==> config.mk <==
export PLATFORM = sky130hd
export DESIGN_NAME = spike_aer_encoder
export DESIGN_NICKNAME = d
export VERILOG_FILES = /design/src/rtl/spike_aer_encoder.sv
export SDC_FILE = /design/constraint.sdc
export NUM_CORES = 1
export LEC_CHECK = 0
export BUFFER_PORTS_ARGS = -buffer_cell sky130_fd_sc_hd__buf_2
export CAP_MARGIN = 40
export CORE_ASPECT_RATIO = 0.75
export CORE_MARGIN = 2
export CORE_UTILIZATION = 30
export CTS_CLUSTER_SIZE = 25
export DETAILED_ROUTE_END_ITERATION = 10
export GPL_ROUTABILITY_DRIVEN = 0
export GPL_TIMING_DRIVEN = 0
export HOLD_SLACK_MARGIN = 0.02
export PLACE_DENSITY_LB_ADDON = 0.25
export REMOVE_ABC_BUFFERS = 1
export SYNTH_ARGS = -nofsm -noshare
export SYNTH_HDL_FRONTEND = slang
export SYNTH_SLANG_ARGS = --single-unit
==> constraint.sdc <==
create_clock -name clk -period 2.7 [get_ports clk]
set_input_delay 0.135 -clock clk [delete_from_list [all_inputs] [get_ports clk]]
set_output_delay 0.135 -clock clk [all_outputs]
set_load 0.1 [all_outputs]
==> src/rtl/spike_aer_encoder.sv <==
// spike_aer_encoder: time-stamps per-channel spike pulses and serialises them
// by fixed priority into {channel_id, timestamp} address-event words. Words are
// queued in a show-ahead FIFO and drained over a valid/ready handshake.
// Events overwritten while still waiting for a grant set a sticky overflow flag.
module spike_aer_encoder #(
    parameter int NUM_CH = 4,
    parameter int TS_W   = 6,
    parameter int DEPTH  = 8,
    localparam int ID_W   = (NUM_CH > 1) ? $clog2(NUM_CH) : 1,
    localparam int AW     = (DEPTH > 1) ? $clog2(DEPTH) : 1,
    localparam int WORD_W = ID_W + TS_W
) (
    input  logic              clk,
    input  logic              rst_n,
    input  logic [NUM_CH-1:0] spike_in,
    input  logic              enable,
    output logic [WORD_W-1:0] aer_data,
    output logic              aer_valid,
    input  logic              aer_ready,
    output logic [AW:0]       fifo_count,
    output logic              overflow
);

    localparam logic [AW:0] FULL_CNT = (AW + 1)'(DEPTH);

    logic [TS_W-1:0]   ts;
    logic [NUM_CH-1:0] pending;
    logic [TS_W-1:0]   ts_latch [NUM_CH];
    logic [WORD_W-1:0] mem [DEPTH];
    logic [AW-1:0]     wr_ptr;
    logic [AW-1:0]     rd_ptr;

    logic [NUM_CH-1:0] capture;
    logic [NUM_CH-1:0] grant_oh;
    logic [ID_W-1:0]   grant_id;
    logic              grant_vld;
    logic              fifo_full;
    logic              push;
    logic              pop;
    logic              lost;

    // Spikes only count while enabled; the full test uses the pre-pop count.
    assign capture   = spike_in & {NUM_CH{enable}};
    assign fifo_full = (fifo_count == FULL_CNT);
    assign push      = grant_vld;
    assign aer_valid = (fifo_count != '0);
    assign pop       = aer_valid & aer_ready;
    assign aer_data  = aer_valid ? mem[rd_ptr] : '0;

    // A waiting (ungranted) event hit by a new capture is overwritten and lost.
    assign lost = |(capture & pending & ~grant_oh);

    // Fixed-priority arbiter: the lowest-index pending channel wins if the FIFO has room.
    always_comb begin
        grant_id = '0;
        grant_oh = '0;
        for (int c = NUM_CH - 1; c >= 0; c--) begin
            if (pending[c]) grant_id = ID_W'(c);
        end
        grant_vld = (|pending) && !fifo_full;
        if (grant_vld) grant_oh[grant_id] = 1'b1;
    end

    // Free-running timestamp, advancing only while enabled.
    always_ff @(posedge clk or negedge rst_n) begin
        if (!rst_n) begin
            ts <= '0;
        end else if (enable) begin
            ts <= ts + 1'b1;
        end
    end

    // Per-channel capture: a new spike always wins over the clear from a grant.
    always_ff @(posedge clk or negedge rst_n) begin
        if (!rst_n) begin
            pending <= '0;
            for (int c = 0; c < NUM_CH; c++) ts_latch[c] <= '0;
        end else begin
            for (int c = 0; c < NUM_CH; c++) begin
                if (capture[c]) begin
                    pending[c]  <= 1'b1;
                    ts_latch[c] <= ts;
                end else if (grant_oh[c]) begin
                    pending[c] <= 1'b0;
                end
            end
        end
    end

    // Sticky loss flag, cleared only by reset.
    always_ff @(posedge clk or negedge rst_n) begin
        if (!rst_n) begin
            overflow <= 1'b0;
        end else if (lost) begin
            overflow <= 1'b1;
        end
    end

    // FIFO pointers and occupancy; pointers wrap naturally at DEPTH.
    always_ff @(posedge clk or negedge rst_n) begin
        if (!rst_n) begin
            wr_ptr     <= '0;
            rd_ptr     <= '0;
            fifo_count <= '0;
        end else begin
            if (push) wr_ptr <= wr_ptr + 1'b1;
            if (pop)  rd_ptr <= rd_ptr + 1'b1;
            case ({push, pop})
                2'b10:   fifo_count <= fifo_count + 1'b1;
                2'b01:   fifo_count <= fifo_count - 1'b1;
                default: ;
            endcase
        end
    end

    // FIFO storage: the granted channel's word is written at the tail.
    always_ff @(posedge clk) begin
        if (push) mem[wr_ptr] <= {grant_id, ts_latch[grant_id]};
    end

endmodule

Word level (Yosys, flattened, before mapping)
Memory sizes are Yosys's and may differ from the RTL's.
Cells that the tools add are included.
- $mul: 0
- $add $sub $neg: 5
- reductions and logical operators: 11
- shift-type cells: 0
- magnitude comparators: 3
- eq/ne operators: 3
- div/mod/pow operators: 0
- mux-type cells: 22
- bitwise gates (word level): 6
- operator list (kind ; count):
    bitwise AND 4 bit ; 3
    binary-select mux 6 bit (select 2 bit) ; 1
    two-way mux 6 bit ; 2
    two-way mux 1 bit ; 11
    nonzero test 2 bit ; 5
    two-way mux 2 bit ; 4
    two-way mux 8 bit ; 1
    one-hot mux 4 bit (2 select lines) ; 1
    OR reduction 4 bit ; 2
    adder 3 x 1 -> 3 bit (second input constant) ; 2
    adder 6 x 1 -> 6 bit (second input constant) ; 1
    adder 4 x 1 -> 4 bit (second input constant) ; 1
    equality test 4 bit (second input constant) ; 1
    two-way mux 4 bit ; 1
    inverter 4 bit ; 1
    nonzero test 4 bit ; 1
    subtractor 4 x 1 -> 4 bit (second input constant) ; 1
    greater-or-equal comparator 3 bit (second input constant) ; 1
    less-than comparator 2 x 3 -> 1 bit (second input constant) ; 1
    inverter 2 -> 3 bit ; 1
    demux 1 bit (select 2 bit) ; 1
    equality test 2 x 1 -> 1 bit (second input constant) ; 1
    equality test 2 bit (second input constant) ; 1
    greater-or-equal comparator 2 x 1 -> 1 bit (second input constant) ; 1
    other kinds (3) ; 4
- bits in read-only memories: 0
- memories kept: 1
- output and inout bits: 14
- memory bits (writable): 64
- flip-flop bits (word level): 45
- word-level logic and storage cells: 64
- bits in latches: 0
- memories (memory ; depth ; bits a word ; rd ports ; clocked after memory_dff ; wr ports ; RTL line ; source):
    mem ; 8 ; 8 ; 1 ; 0 ; 1 ; 29 ; logic [WORD_W-1:0] mem [DEPTH];

Logic depth before layout (Yosys ltp)
- depth after elaboration: 12
- gate-level depth with buffers: 12

Least setup slack after synthesis
No wires, ideal clock.
- path type: register to register
- from: reg fifo_count[0]
- to: reg fifo_count[2]
- stages on the path, launching flop included: 13
- required time: 2575 ps
- setup slack: -641 ps
- arrival: 3216 ps
- clock period less this slack: 3341 ps
- library setup time: 125 ps
- cell sequence: dfrtp_1 -> buf_4 -> nor4_4 -> inv_2 -> and2_4 -> buf_6 -> ha_1 -> xor2_1 -> ha_1 -> a21oi_1 -> xor2_1 -> nor2_1 -> xor2_1
- RTL lines (item ; RTL line ; source):
    start, declared ; 20 ; output logic [AW:0] fifo_count,
    start signal, assigned ; 109 ; 2'b10: fifo_count <= fifo_count + 1'b1;
    start signal, assigned ; 110 ; 2'b01: fifo_count <= fifo_count - 1'b1;
    nonzero test 4 bit (*) ; 46 ; assign aer_valid = (fifo_count != '0);
    via aer_valid ; 18 ; output logic aer_valid,
    bitwise AND 1 bit (*) ; 47 ; assign pop = aer_valid & aer_ready;
    via pop ; 39 ; logic pop;
    equality test 2 x 1 -> 1 bit or equality test 2 bit (tied branches) ; 108 ; case ({push, pop})
    one-hot mux 4 bit (2 select lines) or nonzero test 2 bit (tied branches) ; -- ;
Mark *: on every way through the listed nets, which the timed path passes. The rest lies on a longest branch.
A chain may end at the register's enable or synchronous reset.

Worst setup path after layout
- from: reg pending[0]
- to: mem mem[4][4] (netlist bit), data pin
- longest elaborated chain between the ends: 5
- RTL lines (item ; RTL line ; source):
    start, declared ; 27 ; logic [NUM_CH-1:0] pending;
    start signal, assigned ; 76 ; pending <= '0;
    start signal, assigned by index ; 81 ; pending[c] <= 1'b1;
    start signal, assigned by index ; 84 ; pending[c] <= 1'b0;
    two-way mux 2 bit ; 58 ; if (pending[c]) grant_id = ID_W'(c);
    inverter 2 -> 3 bit (not written as such) ; 118 ; if (push) mem[wr_ptr] <= {grant_id, ts_latch[grant_id]};
    binary-select mux 6 bit (select 2 bit) ; 118 ;
    two-way mux 6 bit (not written as such) (2 in a row) ; 118 ;
    end, declared ; 29 ;
Every way passes these cells. The select of a mux whose other input is x is not followed.

==> flow_summary.toml <==
[worst_setup_path]
startpoint_type = "register"
rr_worst_depth = 4
worst-path-stages = 4
required_ns = 2.70
critical_path.max_stage_delay_ns = 0.87
path_buf_inv = 0
crit_fanout = 27
crit_arrival_ns = 2.56
worst_setup_path_end_kind = "register"
cp_top_family = "compound AO/OA/AOI/OAI gates"
slowest_stage = "a221oi_1"
critPathKind = "register to register"
path_cells = "nand2b_1, a2bb2oi_1, o22ai_1, a221oi_1"

[drt]
wl_met3_um = 400
wl_met1_mm = 4.44
first_pass_iters = 4
vias_per_cell = 4.80
drt_iter0_drc = 107
vias = 2647
top_layer = "met4"
final_antenna_net_count = 0
wl_met2_mm = 4.59
routed_wl_mm = 9.55
wl_per_cell_um = 17.3
drc = 0

[clock_network]
clk_pin_slew_ns = 0.07
root_buffer = "clkbuf_16"
clock-sinks = 109
htreeDepth = 3
cts_buffers = 9
insertion_delay_ns = 0.35
cts_tree = "built"
cts_buffer_depth = 2

[floorplanning]
num_rows = 39
floorplan.initialDensity_pct = 31.0
fp.coreArea_sq_um = 15400
dieArea_sq_um = 16900
die_w_um = 149
die_h_um = 113
io_pins = 22

[finish]
nets = 355
multi_input_area_sq_um = 1620
seq_area_sq_um = 3050
area_delta_synth_final_pct = 15.3
instances_no_fill = 551
final_cell_mix = "edfxtp_1, dfrtp_1, mux2_2, buf_2, nor2_1"
antenna_cells = 0
layout-drive-gt1-share_pct = 29.5
postLayoutCellArea_sq_um = 5490
layout_commonest_cell = "edfxtp_1"
n_fill_cell = 1431

[hold_path]
holdCritPathClass = "input pin to register"
holdPathStages = 2

[synthesis]
syn_area_sq_um = 4760
synth_largest_area_cell = "edfxtp_1"
synth.distinct_cells = 41
syn_area_per_cell_sq_um = 15.2
synth-edff-count = 64
yosysSeqAreaShare_pct = 64.0
synth_ff_type = "edfxtp_1"
synth_top_area_share_pct = 40.4
yosysWarningCount = 0
ys_async_sr_fraction_pct = 41.3
ys_ff_latch = 109
synth_area_leaders = "edfxtp_1, dfrtp_1, mux4_2"
synth_cells = 313

[timing]
final-hold-violation-count = 0
setup_viol = 0
max_freq_mhz = 391
grt_setup_unrepaired = "no"
finalCriticalPeriod_ns = 2.56
slew_headroom_pct = 32.3
hold_slack_ns = 0.0904
final.setup_skew_ns = 0.00733
period_share_pct = 94.7
worst_slew_pin_slew_ns = 1.01
report.final.slew_viol_count = 0

[global_route]
grt_overflow = 0
grt_max_degree = 37
grt_use_total_pct = 12.0
antenna_found_initial = 0
grt_pass1_wl_mm = 15.1
grt_pass1_vias = 2709

[status]
status = "complete, no violations"

[flow_run]
cap_violations = 0

[placed_design]
dpl.cell_count = 531
postPlaceCellArea_sq_um = 5140
numPortBuffers = 21
dp_hpwl_mm = 6.47
area by class of cell:
class	instances	share of cell area (%)
clock buffer	9	4.10
clock inverter	7	1.32
inverter	10	0.684
multi-input combinational	178	29.5
sequential	109	55.6
tap	205	4.67
timing repair buffer	33	4.10
kinds of logic after synthesis:
kind of cell,count (synthesis),synth area share (%)
flops,109,64.0
simple gates,66,7.10
mux,52,16.0
compound gates,40,6.23
buf+inv,26,2.52
xor+xnor,14,2.58
fa+ha+maj,6,1.58
stage by stage:
stage / worst slack [ns] / util [%] / TNS, ns
after floorplan: -0.553 / - / -3.11
after global placement: -0.472 / 32.8 / -9.91
after detailed placement: -0.153 / 33.4 / -4.02
after CTS: 0.0256 / 35.5 / 0
after global routing: 0.0107 / 35.7 / 0
final: 0.144 / 35.7 / 0
cells in the mapped netlist, drive strengths merged, types with 3 or more instances:
| master | number |
|---|---|
| a221oi | 6 |
| a2bb2oi | 6 |
| dfrtp | 45 |
| nand2b | 7 |
| mux2i | 8 |
| nor2b | 6 |
| inv | 9 |
| o22a | 6 |
| ha | 6 |
| nand2 | 18 |
| buf | 8 |
| xnor2 | 7 |
| edfxtp | 64 |
| nor3 | 4 |
| mux4 | 16 |
| a21oi | 3 |
| clkbuf | 8 |
| o22ai | 12 |
| xor2 | 7 |
| mux2 | 28 |
| nor2 | 20 |
path summary, 6_finish.rpt:
check	start	endpoint	slack, ns
min	enable	ts[0]	0.09
max reg2reg	pending[0]	mem[4][4]	0.14
max	pending[0]	mem[4][4]	0.14
max in group asynchronous	rst_n	pending[3]	2.02
min reg2reg	ts_latch[10]	ts_latch[10]	0.51
min in group asynchronous	rst_n	ts[3]	0.19
flip-flops by register name, indices dropped and copies added (netlist names):
signal	cells
fifo_count	4
ts	6
wr_ptr	3
ts_latch	24
pending	4
mem	64
overflow	1
rd_ptr	3
layer usage:
metal / up-vias / track usage [%]
li1: 1244 / -
met2: 48 / 19.8
met3: 9 / 2.78
met1: 1346 / 15.7
met5: - / 0
met4: 0 / 4.00
what timing repair did:
action | 4_1_cts | 5_1_grt
buffers inserted | 1 | 0
hold buffers | 1 | 0
setup endpoints to repair | 50 | 18
gates resized for setup | 2 | 3
hold endpoints to repair | 45 | 0
pin swaps | 1 | 0
Power is left out: the tool's default activity adds up to more than one toggle a clock period on the data nets, which glitch-free logic cannot reach.
